<file path="config.mk">
export PLATFORM = sky130hd
export DESIGN_NAME = pipes_list_flat
export DESIGN_NICKNAME = d
export VERILOG_FILES = /design/src/rtl/pipes_list_if.sv /design/src/rtl/pipes_list.sv /design/src/flat_wrapper.sv
export SDC_FILE = /design/constraint.sdc
export NUM_CORES = 1
export LEC_CHECK = 0
export CAP_MARGIN = 25
export CORE_MARGIN = 2
export CORE_UTILIZATION = 40
export DETAILED_ROUTE_END_ITERATION = 10
export PLACE_DENSITY = 0.6
export SLEW_MARGIN = 5
export SYNTH_ARGS = -nofsm -noshare
export SYNTH_HDL_FRONTEND = slang
export SYNTH_SLANG_ARGS = --single-unit
export TNS_END_PERCENT = 50
</file>
<file path="constraint.sdc">
create_clock -name clk -period 3.7 [get_ports clk]
set_input_delay 0.555 -clock clk [delete_from_list [all_inputs] [get_ports clk]]
set_output_delay 0.555 -clock clk [all_outputs]
set_load 0.01 [all_outputs]
</file>
<file path="src/rtl/pipes_list_if.sv">
// Handshake bundle between the game CPU and the pipes list.
// The master side is the CPU; the slave side is the list itself.
interface pipes_list_if #(
  parameter int COUNT_WIDTH = 5
);
  logic [COUNT_WIDTH-1:0] count;
  logic                   insert_en;
  logic [22:0]            insert_data;
  logic                   iter_start;
  logic                   iter_done;
  logic [22:0]            iter_in;
  logic [22:0]            iter_out;
  logic                   iter_remove;

  modport master (
    output insert_en, insert_data, iter_start, iter_in, iter_remove,
    input  count, iter_done, iter_out
  );

  modport slave (
    input  insert_en, insert_data, iter_start, iter_in, iter_remove,
    output count, iter_done, iter_out
  );
endinterface

</file>
<file path="src/rtl/pipes_list.sv">
// Bounded ordered list of pipe records {x[11:0] signed, y[10:0]} kept as a circular FIFO.
// Iteration pops the head and pushes the rewritten element at the tail, preserving order.
module pipes_list #(
  parameter int CAPACITY    = 16,
  parameter int COUNT_WIDTH = 5
) (
  input  logic          clk,
  input  logic          rst,
  input  logic          ce,
  pipes_list_if.slave   bus
);
  localparam int PTR_W = (CAPACITY > 1) ? $clog2(CAPACITY) : 1;

  typedef enum logic {IDLE, ITER} state_t;

  state_t                 state_q, state_d;
  logic [22:0]            mem [CAPACITY];
  logic [PTR_W-1:0]       head_q, tail_q;
  logic [COUNT_WIDTH-1:0] count_q, remaining_q;
  logic [22:0]            out_q;

  logic                   full, last;
  logic                   do_insert, do_commit, do_push;
  logic [22:0]            push_data;
  logic [COUNT_WIDTH-1:0] start_count;
  logic                   iter_done;

  function automatic logic [PTR_W-1:0] wrap_inc(input logic [PTR_W-1:0] p);
    return (p == PTR_W'(CAPACITY - 1)) ? '0 : p + PTR_W'(1);
  endfunction

  always_comb begin
    full        = (count_q == COUNT_WIDTH'(CAPACITY));
    last        = (remaining_q == COUNT_WIDTH'(1));
    do_insert   = (state_q == IDLE) && bus.insert_en && !full;
    do_commit   = (state_q == ITER) && !bus.iter_start;
    do_push     = do_insert || (do_commit && !bus.iter_remove);
    push_data   = do_insert ? bus.insert_data : bus.iter_in;
    // An insert in the same cycle as iter_start is counted into the new pass
    start_count = count_q + COUNT_WIDTH'(do_insert);
  end

  always_ff @(posedge clk) begin
    if (!rst) state_q <= IDLE;
    else      state_q <= state_d;
  end

  always_comb begin
    state_d = state_q;
    if (ce) begin
      unique case (state_q)
        IDLE: if (bus.iter_start && (start_count != '0)) state_d = ITER;
        ITER: if (do_commit && last) state_d = IDLE;
        default: state_d = IDLE;
      endcase
    end
  end

  always_comb begin
    iter_done = (state_q == IDLE) || last;
  end

  // Storage is left uncleared by reset; the async read sees pre-write contents,
  // so a full-list pop and push on the same slot reads before it writes.
  always_ff @(posedge clk) begin
    if (rst && ce && do_push) mem[tail_q] <= push_data;
  end

  always_ff @(posedge clk) begin
    if (!rst) begin
      head_q      <= '0;
      tail_q      <= '0;
      count_q     <= '0;
      remaining_q <= '0;
      out_q       <= '0;
    end else if (ce) begin
      if (do_push)   tail_q <= wrap_inc(tail_q);
      if (do_commit) head_q <= wrap_inc(head_q);
      unique case (state_q)
        IDLE: begin
          if (do_insert) count_q <= count_q + COUNT_WIDTH'(1);
          if (bus.iter_start) begin
            remaining_q <= start_count;
            if (count_q != '0)  out_q <= mem[head_q];
            else if (do_insert) out_q <= bus.insert_data;
            else                out_q <= '0;
          end
        end
        ITER: begin
          if (bus.iter_start) begin
            remaining_q <= count_q;
            out_q       <= mem[head_q];
          end else begin
            if (bus.iter_remove) count_q <= count_q - COUNT_WIDTH'(1);
            if (last) begin
              remaining_q <= '0;
            end else begin
              remaining_q <= remaining_q - COUNT_WIDTH'(1);
              out_q       <= mem[wrap_inc(head_q)];
            end
          end
        end
        default: ;
      endcase
    end
  end

  assign bus.count     = count_q;
  assign bus.iter_out  = out_q;
  assign bus.iter_done = iter_done;
endmodule

</file>
<file path="src/flat_wrapper.sv">
// flat-port wrapper written by rule: the top's interface ports become plain ports
module pipes_list_flat 
#(
  parameter int CAPACITY    = 16,
  parameter int COUNT_WIDTH = 5
)
  (clk, rst, ce, bus_insert_en, bus_insert_data, bus_iter_start, bus_iter_in, bus_iter_remove, bus_count, bus_iter_done, bus_iter_out);
  pipes_list_if #(.COUNT_WIDTH(COUNT_WIDTH)) bus_i ();
  input  logic clk;
  input  logic rst;
  input  logic ce;
  input wire logic [$bits(bus_i.insert_en)-1:0] bus_insert_en;
  input wire logic [$bits(bus_i.insert_data)-1:0] bus_insert_data;
  input wire logic [$bits(bus_i.iter_start)-1:0] bus_iter_start;
  input wire logic [$bits(bus_i.iter_in)-1:0] bus_iter_in;
  input wire logic [$bits(bus_i.iter_remove)-1:0] bus_iter_remove;
  output wire logic [$bits(bus_i.count)-1:0] bus_count;
  output wire logic [$bits(bus_i.iter_done)-1:0] bus_iter_done;
  output wire logic [$bits(bus_i.iter_out)-1:0] bus_iter_out;
  assign bus_i.insert_en = bus_insert_en;
  assign bus_i.insert_data = bus_insert_data;
  assign bus_i.iter_start = bus_iter_start;
  assign bus_i.iter_in = bus_iter_in;
  assign bus_i.iter_remove = bus_iter_remove;
  assign bus_count = bus_i.count;
  assign bus_iter_done = bus_i.iter_done;
  assign bus_iter_out = bus_i.iter_out;
  pipes_list #(.CAPACITY(CAPACITY), .COUNT_WIDTH(COUNT_WIDTH)) u_core (.clk(clk), .rst(rst), .ce(ce), .bus(bus_i));
endmodule
</file>
**Word-level counts from Yosys, hierarchy flattened**

Memories as Yosys holds them, arrays and structs flattened. A register that Yosys moved wholly into a read port is not among the register bits.
Cells that the tools add are included.
Widths: inputs -> output; s select.

- Add/sub/neg operators: 6
- Eq/ne operators: 9
- Mux-type cells: 24
- Bitwise logic cells: 1
- Reductions and logical operators: 20

Operators with widths:

| kind | number |
|---|---|
| $mux 23 | 6 |
| $pmux 23 s2 | 1 |
| $mux 5 | 6 |
| $pmux 5 s2 | 2 |
| $mux 4 | 4 |
| $reduce_bool 5->1 | 2 |
| $sub 5x1->5 const B | 2 |
| $add 4x1->4 const B | 2 |
| $eq 4x4->1 const B | 2 |
| $logic_and 1x1->1 | 8 |
| $ne 2x2->1 const B | 3 |
| $reduce_and 2->1 | 3 |
| $add 5x1->5 | 1 |
| $add 5x1->5 const B | 1 |
| $eq 5x1->1 const B | 1 |
| $eq 5x5->1 const B | 1 |
| $mux 1 | 4 |
| $reduce_and 4->1 | 1 |
| $logic_not 1->1 | 3 |
| $ne 3x3->1 const B | 1 |
| $reduce_and 3->1 | 1 |
| $logic_or 1x1->1 | 2 |
| $ne 2x1->1 const B | 1 |
| $pmux 1 s2 | 1 |
| $not 1->1 | 1 |

- Bits in registers: 42
- RAM bits: 368
- Output and inout port bits: 29
- Memories kept: 1

Memories:

| name | words | width | rd ports | clocked after memory_dff | write ports | line | text |
|---|---|---|---|---|---|---|---|
| u_core.mem | 16 | 23 | 2 | 1 | 1 | pipes_list.sv:17 | `logic [22:0] mem [CAPACITY];` |

**Depth between registers and ports, before layout**

Gate-level depths: netlist of the first run.

- Depth after elaboration: 8
- Gate-level depth with buffers: 15
- Mapped depth without buffers: 11

**Worst setup path after synthesis of the first run**

No wires, ideal clock.

- Kind: input to register
- From: input bus_insert_en
- To: memory u_core.mem[11][0] (enable)
- Library setup time: 0.437 ns
- Arrival: 3.550 ns
- Path slack: -0.287 ns
- Stages: 8
- Buffers on the path: 1
- Cells stage by stage: or2b_2 > a21o_1 > buf_2 > inv_1 > o21ai_0 > nor2_1 > nand2_1 > nor3b_1

- Cells in the longest elaborated chain, start to end: 6

Ends and longest elaborated chain:

| element | line | text |
|---|---|---|
| start: declaration | flat_wrapper.sv:12 | `input wire logic [$bits(bus_i.insert_en)-1:0] bus_insert_en;` |
| $logic_and 1x1->1 (2 in series) | pipes_list.sv:35 | `do_insert = (state_q == IDLE) && bus.insert_en && !full;` |
| $logic_or 1x1->1 | pipes_list.sv:37 | `do_push = do_insert \|\| (do_commit && !bus.iter_remove);` |
| $logic_and 1x1->1 | pipes_list.sv:66 | `if (rst && ce && do_push) mem[tail_q] <= push_data;` |
| $mux 1 | pipes_list.sv:66 |  |
| $mux 1 (not written as such) | pipes_list.sv:66 |  |
| end: declaration | pipes_list.sv:17 |  |

Every way passes these cells.

**Worst setup path in the final report of the first run**

- From: register u_core.head_q[1]
- To: register u_core.out_q[10] (netlist: u_core.bus.iter_out[10])

- Cells in the longest elaborated chain, start to end: 6
- Elaborated cells on any way between the ends: 7
- Classes of those cells: add/sub (1); eq/ne (1); mux (4); memory (1)

Ends and longest elaborated chain:

| element | line | text |
|---|---|---|
| start: declaration | pipes_list.sv:18 | `logic [PTR_W-1:0] head_q, tail_q;` |
| start signal: assignment | pipes_list.sv:78 | `if (do_commit) head_q <= wrap_inc(head_q);` |
| $add 4x1->4 / $eq 4x4->1 (equally long branches) | pipes_list.sv:29 | `return (p == PTR_W'(CAPACITY - 1)) ? '0 : p + PTR_W'(1);` |
| $mux 4 (*) | pipes_list.sv:29 |  |
| $mem_v2 16x23 (*) | -- |  |
| $mux 23 (*) | pipes_list.sv:95 | `if (last) begin` |
| $mux 23 (*) | pipes_list.sv:90 | `if (bus.iter_start) begin` |
| $pmux 23 s2 (*) | pipes_list.sv:79 | `unique case (state_q)` |
| end signal: assignment | pipes_list.sv:84 | `if (count_q != '0) out_q <= mem[head_q];` |
| end signal: assignment | pipes_list.sv:92 | `out_q <= mem[head_q];` |
| end signal: assignment | pipes_list.sv:99 | `out_q <= mem[wrap_inc(head_q)];` |
| end: declaration | pipes_list.sv:20 | `logic [22:0] out_q;` |

Mark *: on every way between the ends. The rest lies on a longest branch, timed or not. The select of a mux whose other input is x is not followed.
A chain may end at the register's enable or synchronous reset.

==> impl_results.html, run 1 <==
<table>
<tr><th>Metric</th><th>Value</th></tr>
<tr><th colspan="2">Clock tree</th></tr>
<tr><td>Setup bufs post-CTS</td><td>0</td></tr>
<tr><td>Level count of the clock H-tree</td><td>2</td></tr>
<tr><td>Worst-Skew Late Latency</td><td>570 ps</td></tr>
<tr><td>Clock Sink Count</td><td>414</td></tr>
<tr><td>Number of buffers between clock root and the deepest sink</td><td>3</td></tr>
<tr><td>CTS root buffer</td><td>sky130_fd_sc_hd__clkbuf_16</td></tr>
<tr><td>Number of gates given a new drive strength after cts</td><td>0</td></tr>
<tr><td>Number of buffers inserted by hold repair at cts</td><td>0</td></tr>
<tr><td>Clock tree from TritonCTS</td><td>done</td></tr>
<tr><td>Number of buffers inserted during clock tree synthesis</td><td>44</td></tr>
<tr><td>Post-CTS clock slew at the launch and capture registers of the worst setup and hold paths</td><td>70 ps</td></tr>
<tr><th colspan="2">Hold path</th></tr>
<tr><td>Type of the worst min-delay path</td><td>register to register</td></tr>
<tr><td>WHS Path Cells</td><td>2</td></tr>
<tr><th colspan="2">Die</th></tr>
<tr><td>Starting density of the core</td><td>around two fifths</td></tr>
<tr><td>Number of rows in the core area</td><td>82</td></tr>
<tr><td>Horizontal extent of the die</td><td>230 um</td></tr>
<tr><td>Die extent in y</td><td>approximately 230 um</td></tr>
<tr><td>Boundary pin count</td><td>81</td></tr>
<tr><td>Die outline area</td><td>between 50000 and 60000 sq um</td></tr>
<tr><td>Core box area</td><td>50300 sq um</td></tr>
<tr><th colspan="2">Routing</th></tr>
<tr><td>Top Metal Used</td><td>met4</td></tr>
<tr><td>Total Wirelength</td><td>between 60000 and 70000 um</td></tr>
<tr><td>1st-pass router iterations</td><td>6</td></tr>
<tr><td>Detail-routed via count per cell</td><td>6.30</td></tr>
<tr><td>Met3 wirelength from detailed routing</td><td>5900 um</td></tr>
<tr><td>Length of routed met2 wiring</td><td>29700 um</td></tr>
<tr><td>Detailed Route Iter0 Violations</td><td>1739</td></tr>
<tr><td>Post-route antenna net violation count</td><td>0</td></tr>
<tr><td>Number of remaining DRC errors</td><td>0</td></tr>
<tr><td>DRT met1 WL</td><td>26800 um</td></tr>
<tr><td>Vias</td><td>13600</td></tr>
<tr><td>Final routed wire length divided by cell count</td><td>roughly 30 um</td></tr>
<tr><th colspan="2">Global routing</th></tr>
<tr><td>All-layer global routing usage</td><td>24.4%</td></tr>
<tr><td>Wire length of the first global-routing pass</td><td>93900 um</td></tr>
<tr><td>Vias in the first global route</td><td>~14000</td></tr>
<tr><td>Largest net degree at the start of global routing</td><td>44</td></tr>
<tr><td>Antenna violations before repair</td><td>2</td></tr>
<tr><td>Total gr overflow</td><td>0</td></tr>
<tr><th colspan="2">Place</th></tr>
<tr><td>Placed wire-length estimate after detailed placement</td><td>roughly 43000 um</td></tr>
<tr><td>Number of placed cells counting well taps</td><td>2079</td></tr>
<tr><td>Final estimated routing congestion in global placement</td><td>0.913</td></tr>
<tr><td># port buffers</td><td>80</td></tr>
<tr><td>Total cell area at the placement stage</td><td>22300 sq um</td></tr>
<tr><th colspan="2">STA</th></tr>
<tr><td>Worst Max-Slew Pin Slew</td><td>842 ps</td></tr>
<tr><td># setup viols final</td><td>0</td></tr>
<tr><td>Relative max-transition margin</td><td>43.9%</td></tr>
<tr><td>Unrepaired setup endpoints after global routing</td><td>false</td></tr>
<tr><td>Final critical delay including setup and external delays</td><td>between 3000 and 4000 ps</td></tr>
<tr><td>Highest achievable clock rate</td><td>0.300 GHz</td></tr>
<tr><td>Number of pins exceeding their max-slew limit in the final report</td><td>0</td></tr>
<tr><td>Period utilisation layout</td><td>90.2%</td></tr>
<tr><td>Sum Neg Setup Slack</td><td>0 ps</td></tr>
<tr><td>Final setup skew</td><td>14.4 ps</td></tr>
<tr><td>Final number of hold-violating endpoints</td><td>0</td></tr>
<tr><th colspan="2">Worst setup path</th></tr>
<tr><td>Worst reg2reg setup slack</td><td>360 ps</td></tr>
<tr><td>Number of cell instances on the worst register-to-register path</td><td>7</td></tr>
<tr><td>Maximum fanout count along the critical path</td><td>17</td></tr>
<tr><td>Crit. End Element</td><td>register</td></tr>
<tr><td>Launching element type of the critical path</td><td>register</td></tr>
<tr><td>Endpoint required time on the critical path</td><td>4140 ps</td></tr>
<tr><td>WS Path Type</td><td>register to register</td></tr>
<tr><td>WP data arrival</td><td>3780 ps</td></tr>
<tr><th colspan="2">Synth</th></tr>
<tr><td>Largest family of logic cells by synthesized area</td><td>multiplexers</td></tr>
<tr><td>Share of synthesized area occupied by flip-flops and latches</td><td>58.7%</td></tr>
<tr><td>Simple-gate area share of the yosys netlist</td><td>6.72%</td></tr>
<tr><td>Leading post-synthesis cells by instance count</td><td>sky130_fd_sc_hd__edfxtp_1 (368), sky130_fd_sc_hd__mux4_2 (154), sky130_fd_sc_hd__nand2_1 (126)</td></tr>
<tr><td>Synthesized net count</td><td>1408</td></tr>
<tr><td>Post-Synthesis Cell Area</td><td>20400 sq um</td></tr>
<tr><td>Number of flip-flops and latches in the synthesized netlist</td><td>414</td></tr>
<tr><td>Dominant register cell in the synthesized netlist</td><td>sky130_fd_sc_hd__edfxtp_1</td></tr>
<tr><td>Leading cell type by number of instances after synthesis</td><td>sky130_fd_sc_hd__edfxtp_1</td></tr>
<tr><td>Synth Instances</td><td>1343</td></tr>
<tr><td>Async set-or-reset flop fraction in the synthesized netlist</td><td>0%</td></tr>
<tr><td>Cell type with the largest total area after synthesis</td><td>sky130_fd_sc_hd__edfxtp_1</td></tr>
<tr><td>Yosys warning count</td><td>0</td></tr>
<tr><td>Number of unique standard cell types used by synthesis</td><td>81</td></tr>
<tr><td>Xor/xnor share of the synthesized area</td><td>less than 1%</td></tr>
<tr><td>Fraction of the mapped netlist area in adder cells</td><td>less than 1%</td></tr>
<tr><td>Synth Area per Inst</td><td>15.2 sq um</td></tr>
<tr><td>Post-synth top area share</td><td>54.2%</td></tr>
<tr><td>Post-synthesis compound-gate area fraction</td><td>9.09%</td></tr>
<tr><td>Cells taking the most area after synthesis</td><td>sky130_fd_sc_hd__edfxtp_1 (54%), sky130_fd_sc_hd__mux4_2 (17%), sky130_fd_sc_hd__dfxtp_1 (4.5%)</td></tr>
<tr><td>Share of synthesized area spent on multiplexers</td><td>a little over a fifth</td></tr>
<tr><td>Number of flops mapped to enable cells by yosys</td><td>368</td></tr>
<tr><th colspan="2">Power</th></tr>
<tr><td>Peak supply drop</td><td>0.000266 V</td></tr>
<tr><td>Part of the power in registers</td><td>49.8%</td></tr>
<tr><td>Share of power burned in the clock network</td><td>40.6%</td></tr>
<tr><td>Combinational share of power</td><td>9.6%</td></tr>
<tr><td>Ratio of total power to cell area</td><td>roughly 450 nW/um^2</td></tr>
<tr><td>Cell Int Power</td><td>8.07 mW</td></tr>
<tr><td>Reported leakage power</td><td>7.61 nW</td></tr>
<tr><td>Net switching power</td><td>2.56 mW</td></tr>
<tr><td>Switching share of total power</td><td>24.1%</td></tr>
<tr><th colspan="2">Final layout</th></tr>
<tr><td>Layout area overhead</td><td>16.2%</td></tr>
<tr><td>Post-layout net count</td><td>1518</td></tr>
<tr><td>Post-Layout Cell Count</td><td>between 2000 and 2500</td></tr>
<tr><td>Number of fill cells</td><td>4328</td></tr>
<tr><td>Fraction of final layout cells with drive strength greater than 1</td><td>around a quarter</td></tr>
<tr><td>Design Area, Final</td><td>23700 sq um</td></tr>
<tr><th colspan="2">Flow run</th></tr>
<tr><td>Number of maximum-capacitance violations</td><td>0</td></tr>
<tr><th colspan="2">Run status</th></tr>
<tr><td>Outcome</td><td>completed</td></tr>
</table>
==> critical path, stage by stage, from the launching register on <==
cell                       delay (ps)
sky130_fd_sc_hd__dfxtp_1          390
sky130_fd_sc_hd__ha_4             280
sky130_fd_sc_hd__a31oi_4          710
sky130_fd_sc_hd__buf_4            470
sky130_fd_sc_hd__mux4_2           580
sky130_fd_sc_hd__a211oi_1         500
sky130_fd_sc_hd__or4_1            180
sky130_fd_sc_hd__o21ai_0           80
==> layer usage <==
metal / global-route usage, % / vias to the layer above
met5: 0 / -
met4: 8.19 / 0
met3: 5.17 / 111
met2: 38.0 / 753
met1: 34.0 / 7062
li1: - / 5666
==> logic make-up (layout without fill, tap and decap cells) <==
group           after synthesis  in the layout
compound gates              262            262
xor+xnor                      9              9
fa+ha+maj                    13             13
buf+inv                     118            261
flops                       414            414
mux                         222            222
other cells                   0              1
simple gates                305            305
==> path summary, 6_finish.rpt <==
path                                      startpoint                                   end
setup / recovery       u_core.head_q[1]$_SDFFE_PN0P_  u_core.bus.iter_out[10]$_SDFFE_PN0P_
hold / removal    u_core.remaining_q[3]$_SDFFE_PN0P_    u_core.remaining_q[3]$_SDFFE_PN0P_
setup reg to reg       u_core.head_q[1]$_SDFFE_PN0P_  u_core.bus.iter_out[10]$_SDFFE_PN0P_
hold reg to reg   u_core.remaining_q[3]$_SDFFE_PN0P_    u_core.remaining_q[3]$_SDFFE_PN0P_
==> metrics by stage <==
stage                     utilization [%]  setup slack [ps]  power [mW]  hold WS, ps
after floorplan                         -              -116        5.94          445
after global placement               44.3               365        6.39          472
after global routing                 47.1               268        10.9          505
after detailed placement             44.3               325        6.40          480
after CTS                            47.1               377        10.7          493
final                                47.1               363        10.6          488
==> state kept, by name, summed over array words and instances, names as in the netlist, named ones only <==
signal / flops
u_core.bus.count: 5
u_core.bus.iter_out: 23
u_core.head_q: 4
u_core.mem: 368
u_core.remaining_q: 5
u_core.state_q: 1
u_core.tail_q: 4
==> layout make-up <==
type | count | area (sq um) | area share (%)
clock inverter | 21 | 179 | 0.755
antenna | 1 | 2.50 | 0.0106
sequential | 414 | 12000 | 50.6
multi-input combinational | 811 | 7890 | 33.3
tap | 672 | 841 | 3.55
timing repair buffer | 164 | 1510 | 6.37
clock buffer | 58 | 1210 | 5.13
inverter | 18 | 67.6 | 0.285
==> cells in the final DEF, fill, tap and decap left out, drive strengths merged, types with 9 or more instances in the layout <==
cell type / Yosys / final
edfxtp: 368 / 368
mux4: 161 / 161
nand2: 126 / 126
buf: 54 / 84
nor2: 83 / 83
clkdlybuf4s50: 0 / 80
clkbuf: 45 / 58
mux2i: 56 / 56
a21oi: 56 / 56
o21ai: 55 / 55
dfxtp: 46 / 46
inv: 17 / 19
nor2b: 18 / 18
nand3: 18 / 18
nor3: 17 / 17
clkinv: 1 / 17
a221oi: 16 / 16
a211oi: 14 / 14
a21o: 13 / 13
o22ai: 12 / 12
a22oi: 12 / 12
ha: 12 / 12
a22o: 10 / 10
a31oi: 10 / 10
a2111oi: 9 / 9
==> power by group through the flow <==
stage | Sequential, mW | Clock, mW | Combinational [mW]
floorplan | 5.38 | 0 | 0.559
global placement | 5.39 | 0 | 0.996
detailed placement | 5.39 | 0 | 1.01
CTS | 5.29 | 4.37 | 1.01
global route | 5.30 | 4.55 | 1.09
finish | 5.29 | 4.32 | 1.02
(Power assumes the default switching activity.)
==> run 2: changes to the inputs <==
CTS_BUF_LIST = sky130_fd_sc_hd__clkbuf_4 sky130_fd_sc_hd__clkbuf_8 sky130_fd_sc_hd__clkbuf_16   (was unset)
==> run 2 against run 1 <==
  * Clock-buffer cell count is the same
  * Non-clock buffer count is the same
  * First-iteration DRC count shrank 0.81%
  * Critical endpoint unchanged
  * Largest cell class unchanged
==> impl_results.html, run 2 (same netlist as run 1, synthesis figures left out) <==
<table>
<tr><th>Metric</th><th>Value</th></tr>
<tr><th colspan="2">Run status</th></tr>
<tr><td>Outcome</td><td>completed (unchanged)</td></tr>
<tr><th colspan="2">STA</th></tr>
<tr><td># setup viols final</td><td>0 (unchanged)</td></tr>
<tr><td>Worst Max-Slew Pin Slew</td><td>847 ps (was 842 ps)</td></tr>
<tr><td>Final hold slack</td><td>488 ps (about the same)</td></tr>
<tr><td>Final critical delay including setup and external delays</td><td>3340 ps (about the same)</td></tr>
<tr><td>Relative max-transition margin</td><td>43.5% (was 43.9%)</td></tr>
<tr><td>Number of pins exceeding their max-slew limit in the final report</td><td>0 (unchanged)</td></tr>
<tr><td>Period utilisation layout</td><td>90.2% (about the same)</td></tr>
<tr><td>Final number of hold-violating endpoints</td><td>0 (unchanged)</td></tr>
<tr><td>Final setup skew</td><td>19.3 ps (was 14.4 ps)</td></tr>
<tr><td>Highest achievable clock rate</td><td>0.300 GHz (about the same)</td></tr>
<tr><td>Sum Neg Setup Slack</td><td>0 ps (unchanged)</td></tr>
<tr><td>Unrepaired setup endpoints after global routing</td><td>false (unchanged)</td></tr>
<tr><td>Fin worst setup slack</td><td>364 ps (was 363 ps)</td></tr>
<tr><th colspan="2">Clock tree</th></tr>
<tr><td>Setup bufs post-CTS</td><td>0 (unchanged)</td></tr>
<tr><td>Clock Sink Count</td><td>414 (unchanged)</td></tr>
<tr><td>Post-CTS clock slew at the launch and capture registers of the worst setup and hold paths</td><td>70 ps (about the same)</td></tr>
<tr><td>Number of gates given a new drive strength after cts</td><td>0 (unchanged)</td></tr>
<tr><td>CTS root buffer</td><td>sky130_fd_sc_hd__clkbuf_16 (unchanged)</td></tr>
<tr><td>Number of buffers between clock root and the deepest sink</td><td>3 (unchanged)</td></tr>
<tr><td>Number of buffers inserted by hold repair at cts</td><td>0 (unchanged)</td></tr>
<tr><td>Level count of the clock H-tree</td><td>2 (unchanged)</td></tr>
<tr><td>Worst-Skew Late Latency</td><td>570 ps (about the same)</td></tr>
<tr><td>Clock tree from TritonCTS</td><td>done (unchanged)</td></tr>
<tr><td>Number of buffers inserted during clock tree synthesis</td><td>44 (unchanged)</td></tr>
<tr><th colspan="2">Worst setup path</th></tr>
<tr><td>Buf/Inv on CP</td><td>1 (unchanged)</td></tr>
<tr><td>Launching element type of the critical path</td><td>register (unchanged)</td></tr>
<tr><td>Critical-path cell with the highest stage delay</td><td>sky130_fd_sc_hd__a31oi_4 (unchanged)</td></tr>
<tr><td>WP data arrival</td><td>3780 ps (about the same)</td></tr>
<tr><td>Crit. End Element</td><td>register (unchanged)</td></tr>
<tr><td>Worst reg2reg endpoint</td><td>u_core.bus.iter_out[10]$_SDFFE_PN0P_ (unchanged)</td></tr>
<tr><td>Reg2Reg Launch Point</td><td>u_core.head_q[1]$_SDFFE_PN0P_ (unchanged)</td></tr>
<tr><td>Number of cell instances on the worst register-to-register path</td><td>7 (unchanged)</td></tr>
<tr><td>Worst reg2reg setup slack</td><td>360 ps (about the same)</td></tr>
<tr><td>Cell breakdown of the critical path</td><td>ha_4 &gt; a31oi_4 &gt; buf_4 &gt; mux4_2 &gt; a211oi_1 &gt; or4_1 &gt; o21ai_0 (unchanged)</td></tr>
<tr><td>Maximum fanout count along the critical path</td><td>17 (unchanged)</td></tr>
<tr><td>Largest stage delay, worst path</td><td>720 ps (was 710 ps)</td></tr>
<tr><td>Worst path depth</td><td>7 (unchanged)</td></tr>
<tr><td>Largest delay share family, worst path</td><td>compound AO/OA/AOI/OAI gates (unchanged)</td></tr>
<tr><td>Endpoint required time on the critical path</td><td>4140 ps (about the same)</td></tr>
<tr><td>WS Path Type</td><td>register to register (unchanged)</td></tr>
<tr><th colspan="2">Routing</th></tr>
<tr><td>1st-pass router iterations</td><td>5 (was 6)</td></tr>
<tr><td>Detail-routed via count per cell</td><td>6.30 (about the same)</td></tr>
<tr><td>Detailed Route Iter0 Violations</td><td>1725 (was 1739)</td></tr>
<tr><td>Total Wirelength</td><td>64300 um (was 64200 um)</td></tr>
<tr><td>Number of remaining DRC errors</td><td>0 (unchanged)</td></tr>
<tr><td>Post-route antenna net violation count</td><td>0 (unchanged)</td></tr>
<tr><td>Vias</td><td>13600 (about the same)</td></tr>
<tr><td>Final routed wire length divided by cell count</td><td>29.8 um (was 29.7 um)</td></tr>
<tr><th colspan="2">Place</th></tr>
<tr><td>Placed wire-length estimate after detailed placement</td><td>42500 um (unchanged)</td></tr>
<tr><td>Pre-CTS setup slack</td><td>325 ps (unchanged)</td></tr>
<tr><td>Final estimated routing congestion in global placement</td><td>0.913 (unchanged)</td></tr>
<tr><td># port buffers</td><td>80 (unchanged)</td></tr>
<tr><th colspan="2">Global routing</th></tr>
<tr><td>Antenna violations before repair</td><td>2 (unchanged)</td></tr>
<tr><td>Total gr overflow</td><td>0 (unchanged)</td></tr>
<tr><td>Largest net degree at the start of global routing</td><td>44 (unchanged)</td></tr>
<tr><td>All-layer global routing usage</td><td>24.4% (unchanged)</td></tr>
<tr><td>Vias in the first global route</td><td>13600 (about the same)</td></tr>
<tr><td>Wire length of the first global-routing pass</td><td>93900 um (about the same)</td></tr>
<tr><th colspan="2">Die</th></tr>
<tr><td>Core box area</td><td>50300 sq um (unchanged)</td></tr>
<tr><td>Die outline area</td><td>52800 sq um (unchanged)</td></tr>
<tr><td>Boundary pin count</td><td>81 (unchanged)</td></tr>
<tr><td>Horizontal extent of the die</td><td>230 um (unchanged)</td></tr>
<tr><td>Starting density of the core</td><td>40.6% (unchanged)</td></tr>
<tr><td>Number of rows in the core area</td><td>82 (unchanged)</td></tr>
<tr><td>Die extent in y</td><td>230 um (unchanged)</td></tr>
<tr><th colspan="2">Final layout</th></tr>
<tr><td>Most common library cell in the layout ignoring fill and taps</td><td>sky130_fd_sc_hd__edfxtp_1 (unchanged)</td></tr>
<tr><td>Layout area overhead</td><td>16.4% (was 16.2%)</td></tr>
<tr><td>Number of fill cells</td><td>4321 (was 4328)</td></tr>
<tr><td>Final core occ</td><td>47.2% (was 47.1%)</td></tr>
<tr><td>Number of flip-flops under the largest register name</td><td>368 (unchanged)</td></tr>
<tr><td>Fraction of final layout cells with drive strength greater than 1</td><td>24.7% (was 24.1%)</td></tr>
<tr><td>Register bank with the most flops</td><td>u_core.mem (unchanged)</td></tr>
<tr><td>Commonest non-fill, non-tap cells in the layout</td><td>sky130_fd_sc_hd__edfxtp_1 (368), sky130_fd_sc_hd__mux4_2 (154), sky130_fd_sc_hd__nand2_1 (126) (unchanged)</td></tr>
<tr><td>Post-layout net count</td><td>1518 (unchanged)</td></tr>
<tr><th colspan="2">Hold path</th></tr>
<tr><td>Hold path startpoint</td><td>u_core.remaining_q[3]$_SDFFE_PN0P_ (unchanged)</td></tr>
<tr><td>Worst min-delay path endpoint</td><td>u_core.remaining_q[3]$_SDFFE_PN0P_ (unchanged)</td></tr>
<tr><td>WHS Path Cells</td><td>2 (unchanged)</td></tr>
<tr><td>Type of the worst min-delay path</td><td>register to register (unchanged)</td></tr>
<tr><th colspan="2">Power</th></tr>
<tr><td>Total power consumption of the routed design</td><td>10.7 mW (was 10.6 mW)</td></tr>
<tr><td>Reported leakage power</td><td>7.64 nW (was 7.61 nW)</td></tr>
<tr><td>Peak supply drop</td><td>0.000271 V (was 0.000266 V)</td></tr>
<tr><td>Ratio of total power to cell area</td><td>451 nW/um^2 (was 449 nW/um^2)</td></tr>
<tr><th colspan="2">Flow run</th></tr>
<tr><td>Number of maximum-capacitance violations</td><td>0 (unchanged)</td></tr>
</table>
==> run 2: cell count changes in the layout (fill, tap and decap cells not counted), sizes merged <==
cell   delta
diode     +1
==> run 2: worst max path at each step <==
stage | start | to | slack, ps
global route | u_core.head_q[1]$_SDFFE_PN0P_ | u_core.bus.iter_out[10]$_SDFFE_PN0P_ | 270
global placement | bus_insert_en | u_core.state_q$_SDFFE_PN0P_ | 360
floorplan | bus_insert_en | u_core.mem[2][0]$_DFFE_PP_ | -120
finish | u_core.head_q[1]$_SDFFE_PN0P_ | u_core.bus.iter_out[10]$_SDFFE_PN0P_ | 360
detailed placement | bus_insert_en | u_core.state_q$_SDFFE_PN0P_ | 330
CTS | u_core.head_q[1]$_SDFFE_PN0P_ | u_core.bus.iter_out[10]$_SDFFE_PN0P_ | 380
==> run 2: routing by layer <==
| layer | vias to the layer above | GRT usage, % | wire length (um) |
|---|---|---|---|
| met1 | 7040 | 34.0 | 26200 |
| met3 | 108 | 5.17 | 6430 |
| met5 | - | 0 | 0 |
| li1 | 5667 | - | - |
| met2 | 787 | 38.0 | 29900 |
| met4 | 0 | 8.19 | 1760 |
==> run 2: power by group <==
group          leakage (nW)  total, mW  internal [mW]  switching, mW
sequential             3.70       5.29           5.23         0.0606
combinational          3.23       1.02          0.374          0.644
clock                 0.716       4.38           2.53           1.86
==> run 2: cell type report <==
type	count	area (sq um)	area share, %
Timing Repair Buffer	164	1510	6.37
Inverter	18	67.6	0.285
Clock buffer	58	1250	5.26
Antenna cell	2	5.00	0.0211
Clock inverter	21	179	0.754
Multi-Input combinational cell	811	7890	33.3
Sequential cell	414	12000	50.5
Tap cell	672	841	3.54
==> run 2: per-stage QoR <==
step / std cells / area (sq um)
after floorplan: 1343 / 20400
after global placement: 2076 / 22300
after detailed placement: 2079 / 22300
after CTS: 2158 / 23700
after global routing: 2159 / 23700
final: 2160 / 23700
==> run 2: worst register-to-register path: cells and delay by family (launching register included) <==
| kind | cells | cell delay [ps] |
|---|---|---|
| AO/OA/AOI/OAI | 3 | 1280 |
| adder cells (fa/ha/maj) | 1 | 290 |
| buffers and inverters | 1 | 470 |
| multiplexers | 1 | 600 |
| AND/OR/NAND/NOR | 1 | 180 |
| flip-flops | 1 | 390 |
